--- src/rtl/serial_subtractor_pkg.sv ---
// Shared definitions for the bit-serial subtractor: FSM state encoding and
// the counter-width helper used to size the bit counter.
package serial_sub_pkg;

    typedef enum logic [1:0] {
        ST_IDLE  = 2'd0,
        ST_SHIFT = 2'd1,
        ST_DONE  = 2'd2
    } state_e;

    // Ceiling log2, floored at 1 so a counter always has at least one bit.
    function automatic int clog2(input int value);
        int result;
        int remaining;
        result    = 0;
        remaining = value - 1;
        while (remaining > 0) begin
            result++;
            remaining = remaining >> 1;
        end
        if (result < 1) begin
            result = 1;
        end
        return result;
    endfunction

endpackage

--- src/rtl/serial_subtractor_if.sv ---
// Request/response bundle for the serial subtractor (start/done handshake).
// The overflow signal exists only when SERIAL_SUB_OVF_EN is defined.
interface serial_subtractor_if #(
    parameter int WIDTH = 4
);
    logic             start;
    logic [WIDTH-1:0] minuend;
    logic [WIDTH-1:0] subtrahend;
    logic             borrowin;
    logic             busy;
    logic             done;
    logic [WIDTH-1:0] difference;
    logic             borrowout;
`ifdef SERIAL_SUB_OVF_EN
    logic             overflow;

    modport master (
        output start, minuend, subtrahend, borrowin,
        input  busy, done, difference, borrowout, overflow
    );

    modport slave (
        input  start, minuend, subtrahend, borrowin,
        output busy, done, difference, borrowout, overflow
    );
`else
    modport master (
        output start, minuend, subtrahend, borrowin,
        input  busy, done, difference, borrowout
    );

    modport slave (
        input  start, minuend, subtrahend, borrowin,
        output busy, done, difference, borrowout
    );
`endif

endinterface

--- src/rtl/serial_subtractor_fa.sv ---
// Single full-adder slice, reused every bit-cycle by the serial subtractor.
module full_adder_cell (
    input  logic a,
    input  logic b,
    input  logic cin,
    output logic sum,
    output logic cout
);

    assign sum  = a ^ b ^ cin;
    assign cout = (a & b) | (a & cin) | (b & cin);

endmodule

--- src/rtl/serial_subtractor.sv ---
// Bit-serial A - B - borrowin: one full-adder slice with B inverted, run over WIDTH cycles.
// Optional signed overflow flag enabled by defining SERIAL_SUB_OVF_EN.
module serial_subtractor
    import serial_sub_pkg::*;
#(
    parameter int WIDTH = 4
) (
    input logic                clk,
    input logic                rst,
    serial_subtractor_if.slave bus
);

    localparam int             CNT_W      = clog2(WIDTH);
    localparam logic [CNT_W-1:0] LAST_COUNT = CNT_W'(WIDTH - 1);

    state_e           state_q, state_d;
    logic [WIDTH-1:0] opA_q, opA_d;
    logic [WIDTH-1:0] opB_q, opB_d;
    logic [WIDTH-1:0] diff_q, diff_d;
    logic [CNT_W-1:0] count_q, count_d;
    logic             carry_q, carry_d;
    logic             borrow_q, borrow_d;
`ifdef SERIAL_SUB_OVF_EN
    logic             ovf_q, ovf_d;
`endif

    logic accept;
    logic lastBit;
    logic bInv;
    logic sumBit;
    logic carryOut;

    assign accept  = bus.start && ((state_q == ST_IDLE) || (state_q == ST_DONE));
    assign lastBit = (state_q == ST_SHIFT) && (count_q == LAST_COUNT);
    assign bInv    = ~opB_q[0];

    full_adder_cell u_fa (
        .a    (opA_q[0]),
        .b    (bInv),
        .cin  (carry_q),
        .sum  (sumBit),
        .cout (carryOut)
    );

    always_ff @(posedge clk) begin
        if (rst) begin
            state_q <= ST_IDLE;
        end else begin
            state_q <= state_d;
        end
    end

    always_comb begin
        state_d = state_q;
        case (state_q)
            ST_IDLE:  if (bus.start) state_d = ST_SHIFT;
            ST_SHIFT: if (lastBit)   state_d = ST_DONE;
            ST_DONE:  state_d = bus.start ? ST_SHIFT : ST_IDLE;
            default:  state_d = ST_IDLE;
        endcase
    end

    // Sum bits enter the top of the A register as its low bits are consumed, so after
    // WIDTH-1 shifts opA_q[WIDTH-1:1] holds the low result bits and opA_q[0] is A's sign.
    always_comb begin
        opA_d    = opA_q;
        opB_d    = opB_q;
        carry_d  = carry_q;
        count_d  = count_q;
        diff_d   = diff_q;
        borrow_d = borrow_q;
`ifdef SERIAL_SUB_OVF_EN
        ovf_d    = ovf_q;
`endif
        if (accept) begin
            opA_d   = bus.minuend;
            opB_d   = bus.subtrahend;
            carry_d = ~bus.borrowin;
            count_d = '0;
        end else if (state_q == ST_SHIFT) begin
            opA_d   = {sumBit, opA_q[WIDTH-1:1]};
            opB_d   = {1'b0, opB_q[WIDTH-1:1]};
            carry_d = carryOut;
            count_d = count_q + 1'b1;
            if (lastBit) begin
                diff_d   = {sumBit, opA_q[WIDTH-1:1]};
                borrow_d = ~carryOut;
`ifdef SERIAL_SUB_OVF_EN
                ovf_d    = (opA_q[0] != opB_q[0]) && (sumBit != opA_q[0]);
`endif
            end
        end
    end

    always_ff @(posedge clk) begin
        if (rst) begin
            opA_q    <= '0;
            opB_q    <= '0;
            carry_q  <= 1'b0;
            count_q  <= '0;
            diff_q   <= '0;
            borrow_q <= 1'b0;
`ifdef SERIAL_SUB_OVF_EN
            ovf_q    <= 1'b0;
`endif
        end else begin
            opA_q    <= opA_d;
            opB_q    <= opB_d;
            carry_q  <= carry_d;
            count_q  <= count_d;
            diff_q   <= diff_d;
            borrow_q <= borrow_d;
`ifdef SERIAL_SUB_OVF_EN
            ovf_q    <= ovf_d;
`endif
        end
    end

    assign bus.busy       = (state_q == ST_SHIFT);
    assign bus.done       = (state_q == ST_DONE);
    assign bus.difference = diff_q;
    assign bus.borrowout  = borrow_q;
`ifdef SERIAL_SUB_OVF_EN
    assign bus.overflow   = ovf_q;
`endif

endmodule

--- src/flat_wrapper.sv ---
// flat-port wrapper written by rule: the top's interface ports become plain ports
module serial_subtractor_flat import serial_sub_pkg::*;
#(
    parameter int WIDTH = 4
)
  (clk, rst, bus_start, bus_minuend, bus_subtrahend, bus_borrowin, bus_busy, bus_done, bus_difference, bus_borrowout);
  serial_subtractor_if #(.WIDTH(WIDTH)) bus_i ();
  input logic clk;
  input logic rst;
  input wire logic [$bits(bus_i.start)-1:0] bus_start;
  input wire logic [$bits(bus_i.minuend)-1:0] bus_minuend;
  input wire logic [$bits(bus_i.subtrahend)-1:0] bus_subtrahend;
  input wire logic [$bits(bus_i.borrowin)-1:0] bus_borrowin;
  output wire logic [$bits(bus_i.busy)-1:0] bus_busy;
  output wire logic [$bits(bus_i.done)-1:0] bus_done;
  output wire logic [$bits(bus_i.difference)-1:0] bus_difference;
  output wire logic [$bits(bus_i.borrowout)-1:0] bus_borrowout;
  assign bus_i.start = bus_start;
  assign bus_i.minuend = bus_minuend;
  assign bus_i.subtrahend = bus_subtrahend;
  assign bus_i.borrowin = bus_borrowin;
  assign bus_busy = bus_i.busy;
  assign bus_done = bus_i.done;
  assign bus_difference = bus_i.difference;
  assign bus_borrowout = bus_i.borrowout;
  serial_subtractor #(.WIDTH(WIDTH)) u_core (.clk(clk), .rst(rst), .bus(bus_i));
endmodule
--- config.mk ---
export PLATFORM = sky130hd
export DESIGN_NAME = serial_subtractor_flat
export DESIGN_NICKNAME = d
export VERILOG_FILES = /design/src/rtl/serial_subtractor_pkg.sv /design/src/rtl/serial_subtractor_if.sv /design/src/rtl/serial_subtractor_fa.sv /design/src/rtl/serial_subtractor.sv /design/src/flat_wrapper.sv
export SDC_FILE = /design/constraint.sdc
export NUM_CORES = 1
export LEC_CHECK = 0
export ABC_AREA = 1
export CORE_MARGIN = 10
export CORE_UTILIZATION = 43
export CTS_CLUSTER_DIAMETER = 30
export DETAILED_ROUTE_END_ITERATION = 8
export GPL_ROUTABILITY_DRIVEN = 0
export GPL_TIMING_DRIVEN = 0
export PLACE_DENSITY = 0.75
export SLEW_MARGIN = 20
export SYNTH_ARGS = -nofsm -noshare
export SYNTH_HDL_FRONTEND = slang
export SYNTH_SLANG_ARGS = --single-unit
export TNS_END_PERCENT = 30
--- constraint.sdc ---
create_clock -name clk -period 1.3 [get_ports clk]
set_clock_uncertainty 0.1 [all_clocks]
set_input_delay 0.26 -clock clk [delete_from_list [all_inputs] [get_ports clk]]
set_output_delay 0.26 -clock clk [all_outputs]
set_load 0.03 [all_outputs]
### Word level (Yosys, flattened, before mapping)

Index checks and enable logic that the tools add are counted.

* register bits after elaboration: 18
* bits of input ports: 12
* word-level logic and storage cells: 42

* eq/ne operators: 5
* muxes and demuxes: 10
* add/subtract/negate cells: 1
* bitwise logic cells: 11
* reduce and logical (&&, ||, !) cells: 8

Operators by type and width (number)
* two-way mux 4 bit: 4
* case mux 2 bit (3 select lines): 1
* == test 2 bit, second input constant: 2
* two-way mux 2 bit: 2
* inverter 1 bit: 4
* AND 1 bit: 3
* two-way mux 1 bit: 3
* AND reduction 3 bit: 1
* adder 2 x 1 -> 2 bit, second input constant: 1
* == test 2 x 1 -> 1 bit, second input constant: 1
* logical AND 1 bit: 2
* zero test 2 bit: 1
* != test 2 x 1 -> 1 bit, second input constant: 1
* != test 2 bit, second input constant: 1
* bitwise OR 1 bit: 2
* AND reduction 2 bit: 1
* nonzero test 2 bit: 1
* OR reduction 2 bit: 1
* bitwise XOR 1 bit: 2
* logical OR 1 bit: 1

### Depth between registers and ports, before layout

Gate-level depths: netlist (run 1).

* word-level depth: 6
* depth in mapped cells: 7

### Modules after synthesis

From an unflattened synthesis (run 1), not the netlist that was laid out.

* cell total of the unflattened synthesis: 122
* area total of the unflattened synthesis: 909.6 um2

Modules (own cells, without submodules)
* serial_subtractor: area each 889.6 um2, cells an instance 121, times used 1
* full_adder_cell: area each 20.0 um2, cells an instance 1, times used 1

### Worst setup path before layout (run 1)

Ideal clock, no wire load.

* path type: register to register
* start point: register u_core.opA_q[0]
* end point: register u_core.opA_q[3]
* period minus slack after synthesis: 1278 ps
* data required time: 1130 ps
* library setup time: 70 ps
* slack: 22 ps
* path buffers: 0
* cell stages (with the launch flop): 6
* arrival time: 1108 ps
* cell sequence: dfxtp_1 > fa_1 > nand3_1 > nand2_1 > nand2_1 > a21oi_1

* longest elaborated chain between the ends: 4

RTL lines
* start, declared: RTL line serial_subtractor.sv:17 `logic [WIDTH-1:0] opA_q, opA_d;`
* start signal, assigned: RTL line serial_subtractor.sv:107 `opA_q <= opA_d;`
* bitwise XOR 1 bit (2 in a row): RTL line serial_subtractor_fa.sv:10 `assign sum = a ^ b ^ cin;`
* via u_core.sumBit: RTL line serial_subtractor.sv:30 `logic sumBit;`
* two-way mux 4 bit: RTL line serial_subtractor.sv:80 `end else if (state_q == ST_SHIFT) begin`
* two-way mux 4 bit: RTL line serial_subtractor.sv:75 `if (accept) begin`

The timed path passes the listed nets, and every way through them passes these cells. The select of a mux whose other input is x is not followed.
A chain may end at the register's enable or synchronous reset.

### Worst setup path in the final report (run 1)

Same ends and word-level chain as after synthesis.

==> impl_metrics.py, run 1 <==
metrics = {
    "run_status": {
        "outcome": "complete, but fails checks",
        "failed_checks": "negative setup slack",
    },
    "placed_design": {
        "port_buffers": 17,
        "dp_hpwl_mm": 1.422,
        "placed_area_sq_um": 1081,
        "dpl.cell_count": 164,
        "place_ws_ns": -0.4033,
    },
    "clocking": {
        "cts.path.max_buffers": 2,
        "cts_root_buf": "clkbuf_4",
        "cts_sinks": 18,
        "htree_levels": 1,
        "clk_latency_ns": 0.30,
        "clk_pin_slew_ns": 0.10,
        "cts_made_buffers": 3,
        "cts_tree": "built",
    },
    "finish": {
        "areaGrowthSynthToFinish_pct": 34.24,
        "layout.nets": 161,
        "n_fill_cell": 197,
        "drive_above_1_share_pct": 25.34,
        "insertedDiodeCount": 0,
        "fin_area_sq_um": 1177,
        "finalNonFillerCells": 173,
    },
    "yosys": {
        "synth_common_cells": "nand2_1 (29), dfxtp_1 (18), nand3_1 (16)",
        "synth_area_sq_um": 877.1,
        "synth-seq-cells": 18,
        "yosys.area.top_type": "dfxtp_1",
        "syn_area_per_cell_sq_um": 7.309,
        "yosys-top-cells-area": "dfxtp_1 (41%), nand2_1 (12%), nand3_1 (9.1%)",
        "synth.most_common_cell": "nand2_1",
        "synthCells": 120,
        "synthArstFlopShare_pct": 0,
        "synth-edff-count": 0,
        "yosysUniqueCellTypes": 19,
        "syn_nets": 134,
        "yosys_warnings": 0,
        "ys_seq_area_share_pct": 41.08,
        "ys.flop_type": "dfxtp_1",
        "synth_top_area_share_pct": 41.08,
    },
    "sta": {
        "slew_headroom_pct": 81.52,
        "final_max_slew_viol_count": 0,
        "hold_viol": 0,
        "whs_ns": 0.1001,
        "rsz0062_at_grt": "true",
        "worst_slew_pin_slew_ns": 0.2764,
        "fin_crit_sh_pct": 106.1,
        "setup_viol": 4,
        "fmax_mhz": 724.9,
        "min_period_ns": 1.380,
        "setup_ws_ns": -0.07950,
    },
    "detailed_routing": {
        "drc": 0,
        "drt_iter0_drc": 37,
        "ant_nets": 0,
        "dr.pass1.iters": 4,
        "wl_mm": 2.060,
        "routed_via_density": 4.717,
        "drt-wirelength-per-cell_um": 11.91,
        "vias": 816,
    },
    "floorplan": {
        "num_io_pins": 19,
        "start_util_pct": 45.17,
        "row_count": 16,
        "die_area_sq_um": 4246,
        "die_x_um": 65.17,
        "core-area_sq_um": 1942,
        "die_h_um": 65.17,
    },
    "hold_path": {
        "min_path_type": "input pin to register",
        "min_from": "rst",
    },
    "global_routing": {
        "grt.overflow.total": 0,
        "grtUsageTotal_pct": 9.834,
        "antenna_found_initial": 0,
        "grt_pass1_vias": 729,
        "grt_pass1_wl_mm": 3.305,
        "grt_max_degree": 11,
    },
    "worst_setup_path": {
        "worst-path-max-fanout": 2,
        "worstPathArrival_ns": 1.52,
        "crit_path_start_kind": "register",
        "required_ns": 1.44,
        "cp_common_cell": "nand2_1",
        "crit_start": "u_core.opA_q[0]",
        "critPathKind": "register to register",
        "crit_chain": "fa_1 > nand3_1 > nand2_1 > nand2_1 > a21oi_1",
        "r2r_slack_ns": -0.08,
        "r2r_start": "u_core.opA_q[0]",
        "critPathMaxStageDelay_ns": 0.57,
        "critPathSlowestCell": "fa_1",
        "endpoint_kind": "register",
    },
    "pwr": {
        "irDropWorstVdd_v": 0.0007041,
        "p_leak_nw": 0.5501,
        "p_total_mw": 1.200,
        "pwr_density_cell_nw_per_um2": 1019,
    },
    "flow_run": {
        "cap_violations": 0,
    },
}
-- final timing paths --
kind                       endpoint  cells past startpoint
hold reg to reg   u_core.count_q[1]                      2
hold / removal    u_core.state_q[0]                      2
setup reg to reg    u_core.opA_q[3]                      5
setup / recovery    u_core.opA_q[3]                      5
-- layout make-up --
class / instances / area (sq um) / area share (%)
inverters: 18 / 77.57 / 6.589
multi-input cells: 80 / 425.4 / 36.13
clock buffers: 4 / 36.28 / 3.082
well taps: 27 / 33.78 / 2.869
plain buffers: 3 / 30.03 / 2.550
repair buffers: 23 / 206.4 / 17.53
flip-flops and latches: 18 / 367.9 / 31.24
-- critical path: cells and delay by family (launching register included) --
family	cells	cell delay (ns)
flops	1	0.35
compound gates	1	0.10
simple gates	3	0.20
fa+ha+maj	1	0.57
-- through the flow --
step | utilization, % | TNS (ns)
CTS | 59.79 | -0.2678
finish | 60.63 | -0.1192
detailed placement | 55.67 | -3.233
global placement | 55.67 | -2.870
floorplan | - | 0
global route | 60.63 | -0.4237
-- routing by layer --
layer	global-route usage [%]	up-vias	share of wire, %
met5	0	-	0
met4	6.684	0	1.7
li1	-	426	-
met1	11.23	371	42
met2	15.24	16	50
met3	3.220	3	6.3
-- cell usage in the layout (no fill, tap or decap) --
cell type        Yosys  layout
xor2_1               1       1
inv_2                4       3
inv_6                1       1
o21ai_0              2       2
nor2_4               2       3
buf_6                3       4
dfxtp_2              0       3
a21oi_1              8       7
nand2_8              0       1
inv_4                0       2
clkdlybuf4s15_2      0       1
dfxtp_1             18      14
clkbuf_4             0       3
dfxtp_4              0       1
buf_2                0       4
nand3b_1             2       2
clkbuf_8             0       1
nand2_4              2       1
clkdlybuf4s50_1      0      10
nand2_2              0       1
ha_1                 1       1
buf_4                1       6
fa_1                 1       1
nor3_1               2       2
a21oi_2              0       1
nand2_1             29      28
nand3_1             16      16
inv_1               12      11
nor2_1              14      13
clkinv_1             1       1
buf_8                0       1
-- registers in the layout, indices dropped and copies added, names as in the netlist --
| signal | cells |
|---|---|
| u_core.state_q | 2 |
| u_core.opB_q | 4 |
| u_core.bus.borrowout | 1 |
| u_core.count_q | 2 |
| u_core.carry_q | 1 |
| u_core.bus.difference | 4 |
| u_core.opA_q | 4 |
-- timing repair --
action	CTS	global route
endpoints found under the setup margin	8	19
hold buffers	0	0
resized for setup	43	9
pin swaps	1	2
buffers inserted	4	2
-- logic make-up (layout without fill, tap and decap cells) --
family | Yosys count | in the layout | share of synthesized area, %
buf+inv | 22 | 48 | 12.98
flops | 18 | 18 | 41.08
fa+ha+maj | 2 | 2 | 3.709
xor+xnor | 1 | 1 | 0.9988
compound gates | 10 | 10 | 5.706
simple gates | 67 | 67 | 35.52
-- power breakdown --
part           total (mW)  switching (mW)  internal (mW)  leakage (nW)
Combinational       0.243           0.122          0.121         0.380
Sequential          0.611          0.0284          0.583         0.149
Clock               0.346           0.175          0.171        0.0210
Total                1.20           0.325          0.875         0.550
Note: power is estimated with default switching activity, not from simulation.
==> inputs of run 2 (changes only) <==
==> constraint.sdc (replaced) <==
create_clock -name clk -period 1.3 [get_ports clk]
set_clock_uncertainty 0.1 [all_clocks]
set_input_delay 0.325 -clock clk [delete_from_list [all_inputs] [get_ports clk]]
set_output_delay 0.325 -clock clk [all_outputs]
set_load 0.03 [all_outputs]
==> impl_metrics.py, run 2 (synthesized netlist as in run 1, its figures left out) <==
metrics = {
    "detailed_routing": {
        "routed_via_density": 4.874,
        "drc": 0,
        "vias": 848,
        "dr.pass1.iters": 4,
        "ant_nets": 0,
        "drt_iter0_drc": 18,
        "wl_mm": 2.229,
        "drt-wirelength-per-cell_um": 12.81,
    },
    "pwr": {
        "p_clk_share_pct": 28.3,
        "pwr-share-comb_pct": 21.9,
        "pwr-share-seq_pct": 49.7,
        "netSwitchingPower_mw": 0.3424,
        "p_leak_nw": 0.5772,
        "irDropWorstVdd_v": 0.0007237,
        "sw_frac_of_total_pct": 27.85,
        "p_int_mw": 0.8871,
        "pwr_density_cell_nw_per_um2": 985.6,
    },
    "global_routing": {
        "grt_pass1_wl_mm": 3.429,
        "antenna_found_initial": 0,
        "grt.overflow.total": 0,
        "grt_max_degree": 11,
        "grtUsageTotal_pct": 10.15,
        "grt_pass1_vias": 742,
    },
    "sta": {
        "worst_slew_pin_slew_ns": 0.3620,
        "setup_viol": 8,
        "final_max_slew_viol_count": 0,
        "fin_crit_sh_pct": 108.6,
        "fmax_mhz": 708.3,
        "hold_viol": 0,
        "slew_headroom_pct": 75.83,
        "setup_ws_ns": -0.1118,
        "min_period_ns": 1.412,
        "whs_ns": 0.1593,
        "rsz0062_at_grt": "true",
    },
    "clocking": {
        "cts_root_buf": "clkbuf_4",
        "cts.path.max_buffers": 2,
        "htree_levels": 1,
        "clk_latency_ns": 0.30,
        "cts_made_buffers": 3,
        "cts_tree": "built",
        "clk_pin_slew_ns": 0.10,
        "cts_sinks": 18,
        "hold_buffers": 0,
    },
    "worst_setup_path": {
        "endpoint": "bus_busy",
        "r2r_start": "u_core.opA_q[0]",
        "endpoint_kind": "output port",
        "critPathMaxStageDelay_ns": 0.34,
        "worst-path-max-fanout": 5,
        "r2r.worst_path.cells": 5,
        "critPathKind": "register to output port",
        "worstPathArrival_ns": 0.99,
        "required_ns": 0.88,
        "crit_start": "u_core.state_q[1]",
        "r2r-end": "u_core.opA_q[3]",
        "critPathSlowestCell": "dfxtp_2",
        "crit_path_start_kind": "register",
        "r2r_slack_ns": -0.09,
        "crit_chain": "inv_4 > nand2_8 > inv_4 > buf_6",
        "cp_common_cell": "inv_4",
    },
    "finish": {
        "postLayoutCoreUtil_pct": 64.24,
        "drive_above_1_share_pct": 30.61,
        "layout_common_cells": "nand2_1 (25), nand3_1 (15), dfxtp_1 (15)",
        "layout.nets": 162,
        "areaGrowthSynthToFinish_pct": 42.23,
        "final_common_cell": "nand2_1",
        "insertedDiodeCount": 0,
    },
    "floorplan": {
        "die_h_um": 65.17,
        "die_x_um": 65.17,
        "row_count": 16,
        "num_io_pins": 19,
        "core-area_sq_um": 1942,
        "die_area_sq_um": 4246,
        "start_util_pct": 45.17,
    },
    "hold_path": {
        "min_path_type": "input pin to register",
        "whs_path_depth": 2,
    },
    "run_status": {
        "failed_checks": "negative setup slack",
        "outcome": "complete, but fails checks",
    },
    "placed_design": {
        "dp_hpwl_mm": 1.422,
        "place_ws_ns": -0.4683,
        "port_buffers": 17,
    },
    "flow_run": {
        "cap_violations": 0,
    },
}
-- run 2: changes by cell type in the layout (fill, tap and decap cells not counted), sizes merged --
| cell | before | now |
|---|---|---|
| buf | 15 | 16 |
| clkbuf | 4 | 5 |
| dlymetal6s2s | 0 | 1 |
| clkdlybuf4s15 | 1 | 0 |
| clkdlybuf4s50 | 10 | 9 |
-- run 2: final cells by class --
class,instances,area (sq um)
tap,27,33.78
inverter,18,80.08
fill,180,694.4
sequential,18,366.6
timing repair buffer,24,235.2
buffer,3,33.78
clock buffer,4,36.28
multi-input combinational,80,461.7
-- run 2: timing repair --
item                                    CTS  global route
gates cloned                              0             1
pin swaps                                 1             2
setup buffers                             5             1
endpoints found under the setup margin    9            21
resized for setup                        47            24
-- run 2: stage by stage --
stage / setup TNS [ns] / instance area, sq um / power (mW) / std cells
finish: -0.3682 / 1247 / 1.229 / 174
global route: -0.9337 / 1247 / 1.293 / 174
CTS: -0.3878 / 1156 / 1.189 / 173
detailed placement: -4.468 / 1081 / 0.8279 / 164
global placement: -4.105 / 1081 / 0.8234 / 164
floorplan: 0 / 877.1 / 0.7575 / 120
-- run 2: power groups by stage --
stage | clock network, mW | logic [mW] | registers (mW)
CTS | 0.352 | 0.234 | 0.603
global placement | 0 | 0.210 | 0.613
floorplan | 0 | 0.147 | 0.610
global route | 0.383 | 0.295 | 0.615
finish | 0.348 | 0.270 | 0.611
detailed placement | 0 | 0.213 | 0.614
-- run 2: how the worst min path moves through the flow --
stage	start	to	slack (ns)
finish	rst	u_core.opA_q[0]	0.16
detailed placement	u_core.count_q[1]	u_core.count_q[1]	0.36
floorplan	u_core.opA_q[1]	u_core.bus.difference[0]	0.34
CTS	rst	u_core.opA_q[0]	0.15
global route	rst	u_core.opA_q[0]	0.15
global placement	u_core.count_q[1]	u_core.count_q[1]	0.35
-- run 2: critical path: cells and delay by family (launching register included) --
kind	cells	cell delay, ns
DFF	1	0.34
buffers and inverters	3	0.28
and+or+nand+nor	1	0.07
-- run 2: layer usage --
metal	global-route usage [%]	share of wire [%]	up-vias
met5	0	0	-
met4	6.684	1.3	0
met3	3.220	6.2	2
met2	15.85	51	19
met1	11.62	41	401
li1	-	-	426
==> inputs of run 3 (changes only) <==
--- a/config.mk
+++ b/config.mk
@@ -6,13 +6,15 @@
 export NUM_CORES = 1
 export LEC_CHECK = 0
 export ABC_AREA = 1
+export CORE_ASPECT_RATIO = 0.8
 export CORE_MARGIN = 10
-export CORE_UTILIZATION = 43
+export CORE_UTILIZATION = 46
+export CTS_BUF_LIST = sky130_fd_sc_hd__clkbuf_8
 export CTS_CLUSTER_DIAMETER = 30
 export DETAILED_ROUTE_END_ITERATION = 8
 export GPL_ROUTABILITY_DRIVEN = 0
 export GPL_TIMING_DRIVEN = 0
-export PLACE_DENSITY = 0.75
+export PLACE_DENSITY = 0.79
 export SLEW_MARGIN = 20
 export SYNTH_ARGS = -nofsm -noshare
 export SYNTH_HDL_FRONTEND = slang
==> impl_metrics.py, run 3 (synthesized netlist as in run 1, its figures left out) <==
metrics = {
    "detailed_routing": {
        "wl_mm": 2.129,
        "vias": 874,
        "ant_nets": 0,
        "drt-wirelength-per-cell_um": 12.52,
        "drc": 0,
        "drt_iter0_drc": 36,
        "routed_via_density": 5.141,
        "dr.pass1.iters": 4,
    },
    "finish": {
        "multi_input_area_sq_um": 426.7,
        "layout_common_cells": "nand2_1 (29), nand3_1 (16), dfxtp_1 (14)",
        "final_common_cell": "nand2_1",
        "fin_area_sq_um": 1187,
        "areaGrowthSynthToFinish_pct": 35.38,
        "drive_above_1_share_pct": 25.34,
        "insertedDiodeCount": 0,
        "n_fill_cell": 159,
        "layout.nets": 161,
        "regArea_sq_um": 365.4,
    },
    "global_routing": {
        "antenna_found_initial": 0,
        "grt.overflow.total": 0,
        "grt_max_degree": 11,
        "grt_pass1_vias": 829,
        "grtUsageTotal_pct": 11.22,
        "grt_pass1_wl_mm": 3.594,
    },
    "clocking": {
        "cts_tree": "built",
        "cts_root_buf": "clkbuf_8",
        "hold_buffers": 0,
        "clk_latency_ns": 0.25,
        "cts_made_buffers": 3,
        "cts.path.max_buffers": 2,
        "clk_pin_slew_ns": 0.07,
        "cts_sinks": 18,
        "htree_levels": 1,
    },
    "floorplan": {
        "die_h_um": 59.06,
        "core-area_sq_um": 1839,
        "die_x_um": 68.82,
        "num_io_pins": 19,
        "die_area_sq_um": 4064,
        "row_count": 14,
        "start_util_pct": 47.69,
    },
    "sta": {
        "fin_crit_sh_pct": 106.0,
        "final_max_slew_viol_count": 0,
        "setup_viol": 3,
        "hold_viol": 0,
        "fmax_mhz": 725.9,
        "slew_headroom_pct": 80.71,
        "setup_ws_ns": -0.07753,
        "rsz0062_at_grt": "true",
        "min_period_ns": 1.378,
        "whs_ns": 0.1976,
        "worst_slew_pin_slew_ns": 0.2894,
    },
    "worst_setup_path": {
        "r2r.worst_path.cells": 5,
        "r2r-end": "u_core.opA_q[3]",
        "worstPathArrival_ns": 1.47,
        "r2r_slack_ns": -0.08,
        "critPathSlowestCell": "fa_1",
        "crit_path_start_kind": "register",
        "worst-path-max-fanout": 2,
        "critPathMaxStageDelay_ns": 0.56,
        "endpoint_kind": "register",
        "crit_buf_inv": 0,
        "critPathKind": "register to register",
        "r2r_start": "u_core.opA_q[0]",
        "cp_common_cell": "nand2_1",
        "cp_top_family": "adder cells",
        "required_ns": 1.39,
        "crit_chain": "fa_1 > nand3_1 > nand2_1 > nand2_1 > a21oi_2",
    },
    "pwr": {
        "p_total_mw": 1.310,
        "p_leak_nw": 0.5625,
        "irDropWorstVdd_v": 0.0007828,
        "pwr_density_cell_nw_per_um2": 1104,
    },
    "placed_design": {
        "port_buffers": 17,
        "placed_area_sq_um": 1077,
        "dp_hpwl_mm": 1.401,
    },
    "run_status": {
        "outcome": "complete, but fails checks",
        "failed_checks": "negative setup slack",
    },
    "hold_path": {
        "min_from": "rst",
        "min_path_type": "input pin to register",
        "hold_end": "u_core.opB_q[0]",
        "whs_path_depth": 2,
    },
    "flow_run": {
        "cap_violations": 0,
    },
}
## run 3: worst max-delay path by stage
stage | startpoint | to | slack [ns] | depth (start not counted)
floorplan | u_core.state_q[0] | bus_done | 0.02 | 2
global placement | u_core.state_q[0] | bus_busy | -0.46 | 4
detailed placement | u_core.state_q[0] | bus_busy | -0.46 | 4
CTS | u_core.state_q[0] | bus_busy | -0.06 | 4
global route | u_core.opA_q[0] | u_core.opA_q[3] | -0.14 | 5
finish | u_core.opA_q[0] | u_core.opA_q[3] | -0.08 | 5
## run 3: through the flow
stage | utilization, % | setup slack (ns) | setup TNS, ns | cells
detailed placement | 58.57 | -0.4565 | -4.365 | 161
global route | 64.56 | -0.1357 | -0.4397 | 170
CTS | 63.33 | -0.05989 | -0.1581 | 169
finish | 64.56 | -0.07753 | -0.1895 | 170
floorplan | - | 0.02051 | 0 | 120
global placement | 58.57 | -0.4566 | -4.042 | 161
## run 3: repair_timing
| action | 4_1_cts | 5_1_grt |
|---|---|---|
| endpoints found under the setup margin | 11 | 13 |
| hold endpoints to repair | 0 | 0 |
| buffers inserted | 4 | 1 |
| resized for setup | 50 | 4 |
| pin swaps | 2 | 2 |
## run 3: power breakdown
part           internal [mW]  leakage [nW]  switching [mW]
sequential             0.584         0.149          0.0208
clock                  0.269        0.0288           0.186
combinational          0.118         0.385           0.132
## run 3: layer usage
layer  vias up  track usage (%)  share of wire (%)
met2        32            17.48                 49
met5         -                0                  0
met4         0            5.056                1.5
met1       406            13.36                 40
li1        431                -                  -
met3         5            4.159                9.7
## run 3: cell type report
type / count / area share [%]
Multi-Input combinational cell: 80 / 35.93
Sequential cell: 18 / 30.77
Timing Repair Buffer: 22 / 16.12
Inverter: 18 / 6.533
Clock buffer: 4 / 4.636
Buffer: 4 / 3.477
Tap cell: 24 / 2.529
==> edit: new RTL, config.mk and constraints of run 1 <==
Make the reset (`rst`) asynchronous in 2 clocked blocks.
--- a/src/rtl/serial_subtractor.sv
+++ b/src/rtl/serial_subtractor.sv
@@ -43,5 +43,5 @@
     );
 
-    always_ff @(posedge clk) begin
+    always_ff @(posedge clk or posedge rst) begin
         if (rst) begin
             state_q <= ST_IDLE;
@@ -93,5 +93,5 @@
     end
 
-    always_ff @(posedge clk) begin
+    always_ff @(posedge clk or posedge rst) begin
         if (rst) begin
             opA_q    <= '0;
Check against the original RTL: differs if rst is asserted again (counterexample within 4 cycles, from zero or initial values and one cycle with rst high); with rst held inactive, the same outputs for 10 cycles.
==> edit against run 1 <==
- area after synthesis shrank 4.7%
- the run still ends with setup timing left
- sequential cell count is the same
- count of clock-buffer cells in the layout stayed put
- cell area down 4.7%
- wire length down 12%
- worst setup slack gained 0.0040 ns
- global-route usage about the same
Power is not compared: it rests on default switching activity, and its combinational part moved more than twofold at a synthesized area within 25%.
==> edit: results (changes against run 1) <==
total met3 wirelength after detailed routing=82 um (-36%); proportion of synthesized flip-flops having asynchronous set or reset=1.00 (+1.00); wire length of the first global-routing pass=3.19 mm (-3.6%); worst-path cell with the longest stage delay=sky130_fd_sc_hd__dfrtp_1; count of input and output buffers=18 (+1); proportion of synthesized chip area in sequential cells=0.539 (+0.128); violations in the final reports=setup timing; filler cell count=163 (-17%); worst path setup slack after routing=-0.0755 ns (+0.00402 ns); slowest cell delay on critical path=0.42 ns (-0.15 ns); outcome=finished with violations; arrival time worst endpoint=1.02 ns (-0.50 ns); fraction of layout cells with a size suffix above 1=0.213 (-0.0403); number of unique standard cell types used by synthesis=16 (-3); final instance count without filler cells=147 (-15%); FF-to-FF Start=u_core.opA_q[0]; worst reg2reg path depth=3 (-2); final setup vio count=6 (+2); top cells by area, synth=sky130_fd_sc_hd__dfrtp_1 54%, sky130_fd_sc_hd__nand2_1 17%, sky130_fd_sc_hd__nand3_1 11%; syn nets=110 (-18%); met2 wire len=829 um (-19%); normalized max-slew margin=0.554 (-0.261); total vias in the final route=688 (-16%); path type of the worst min-delay path=in2async; commonest cells in the netlist=37 x sky130_fd_sc_hd__nand2_1, 19 x sky130_fd_sc_hd__nand3_1, 18 x sky130_fd_sc_hd__dfrtp_1, 8 x sky130_fd_sc_hd__inv_1; Routed wire per std cell=12.4 um (+4.1%); vias in the first global route=699 (-4.1%); overall global routing resource usage=0.0982 (-0.000117)
## edit: cell count changes after synthesis, moves of 2 or more
cell and delta:
sky130_fd_sc_hd__a21oi_1 -8, sky130_fd_sc_hd__buf_6 -2, sky130_fd_sc_hd__dfrtp_1 +18, sky130_fd_sc_hd__dfxtp_1 -18, sky130_fd_sc_hd__inv_1 -4, sky130_fd_sc_hd__inv_2 -3
sky130_fd_sc_hd__nand2_1 +8, sky130_fd_sc_hd__nand2_2 +2, sky130_fd_sc_hd__nand3_1 +3, sky130_fd_sc_hd__nand3b_1 -2, sky130_fd_sc_hd__nor2_1 -13, sky130_fd_sc_hd__nor3_1 -2
## edit: worst max-delay path by stage
| stage | startpoint | end | slack (ns) | cells after the start |
|---|---|---|---|---|
| after floorplan | u_core.opA_q[0] | u_core.opA_q[3] | 0.07 | 3 |
| after global placement | u_core.state_q[0] | bus_busy | -0.54 | 3 |
| after detailed placement | u_core.state_q[0] | bus_busy | -0.55 | 3 |
| after CTS | u_core.state_q[1] | bus_done | -0.07 | 3 |
| after global routing | u_core.state_q[1] | bus_done | -0.11 | 3 |
| final | u_core.state_q[1] | bus_done | -0.08 | 3 |
## edit: area by class of cell
cell class | instances | area, um2 | area share
sequential | 18 | 452 | 0.402
multi-input combinational | 67 | 338 | 0.301
timing repair buffer | 22 | 209 | 0.186
clock buffer | 4 | 36.3 | 0.0323
inverter | 9 | 33.8 | 0.0301
tap | 25 | 31.3 | 0.0279
buffer | 2 | 22.5 | 0.0201
## edit: metal layers
metal	global-route usage	vias up
li1	-	354
met1	0.116	312
met2	0.149	18
met3	0.0314	4
met4	0.0656	0
met5	0	-
## edit: timing repair
action / in CTS / in global routing
resized for setup: 31 / 3
pin swaps: 1 / 1
setup endpoints to repair: 7 / 10
hold buffers: 0 / 0
setup buffers: 4 / 0
## edit: cells by family (layout without fill, tap and decap cells)
family                     Yosys count  in the layout  share of synthesized area
AOI/OAI and AO/OA                    2              2                     0.0120
adders and majority gates            2              2                     0.0389
buffers and inverters               11             37                     0.0629
DFF                                 18             18                      0.539
and+or+nand+nor                     63             63                      0.347
## edit: through the flow
stage	instance area [um2]	hold WS [ns]	utilization	TNS, ns	setup WS (ns)
finish	1120	0.242	0.629	-0.259	-0.0755
global route	1120	0.311	0.629	-0.544	-0.114
CTS	1120	0.272	0.631	-0.357	-0.0727
detailed placement	1050	0.364	0.587	-2.95	-0.547
global placement	1050	0.362	0.587	-2.90	-0.538
floorplan	836	0.0986	-	0	0.0742
## edit: where the power goes
| part | internal (W) | total, W | switching, W |
|---|---|---|---|
| combinational | 0.000608 | 0.00145 | 0.000846 |
| clock | 0.000171 | 0.000352 | 0.000181 |
| sequential | 0.000834 | 0.00102 | 0.000185 |
| total | 0.00161 | 0.00283 | 0.00121 |
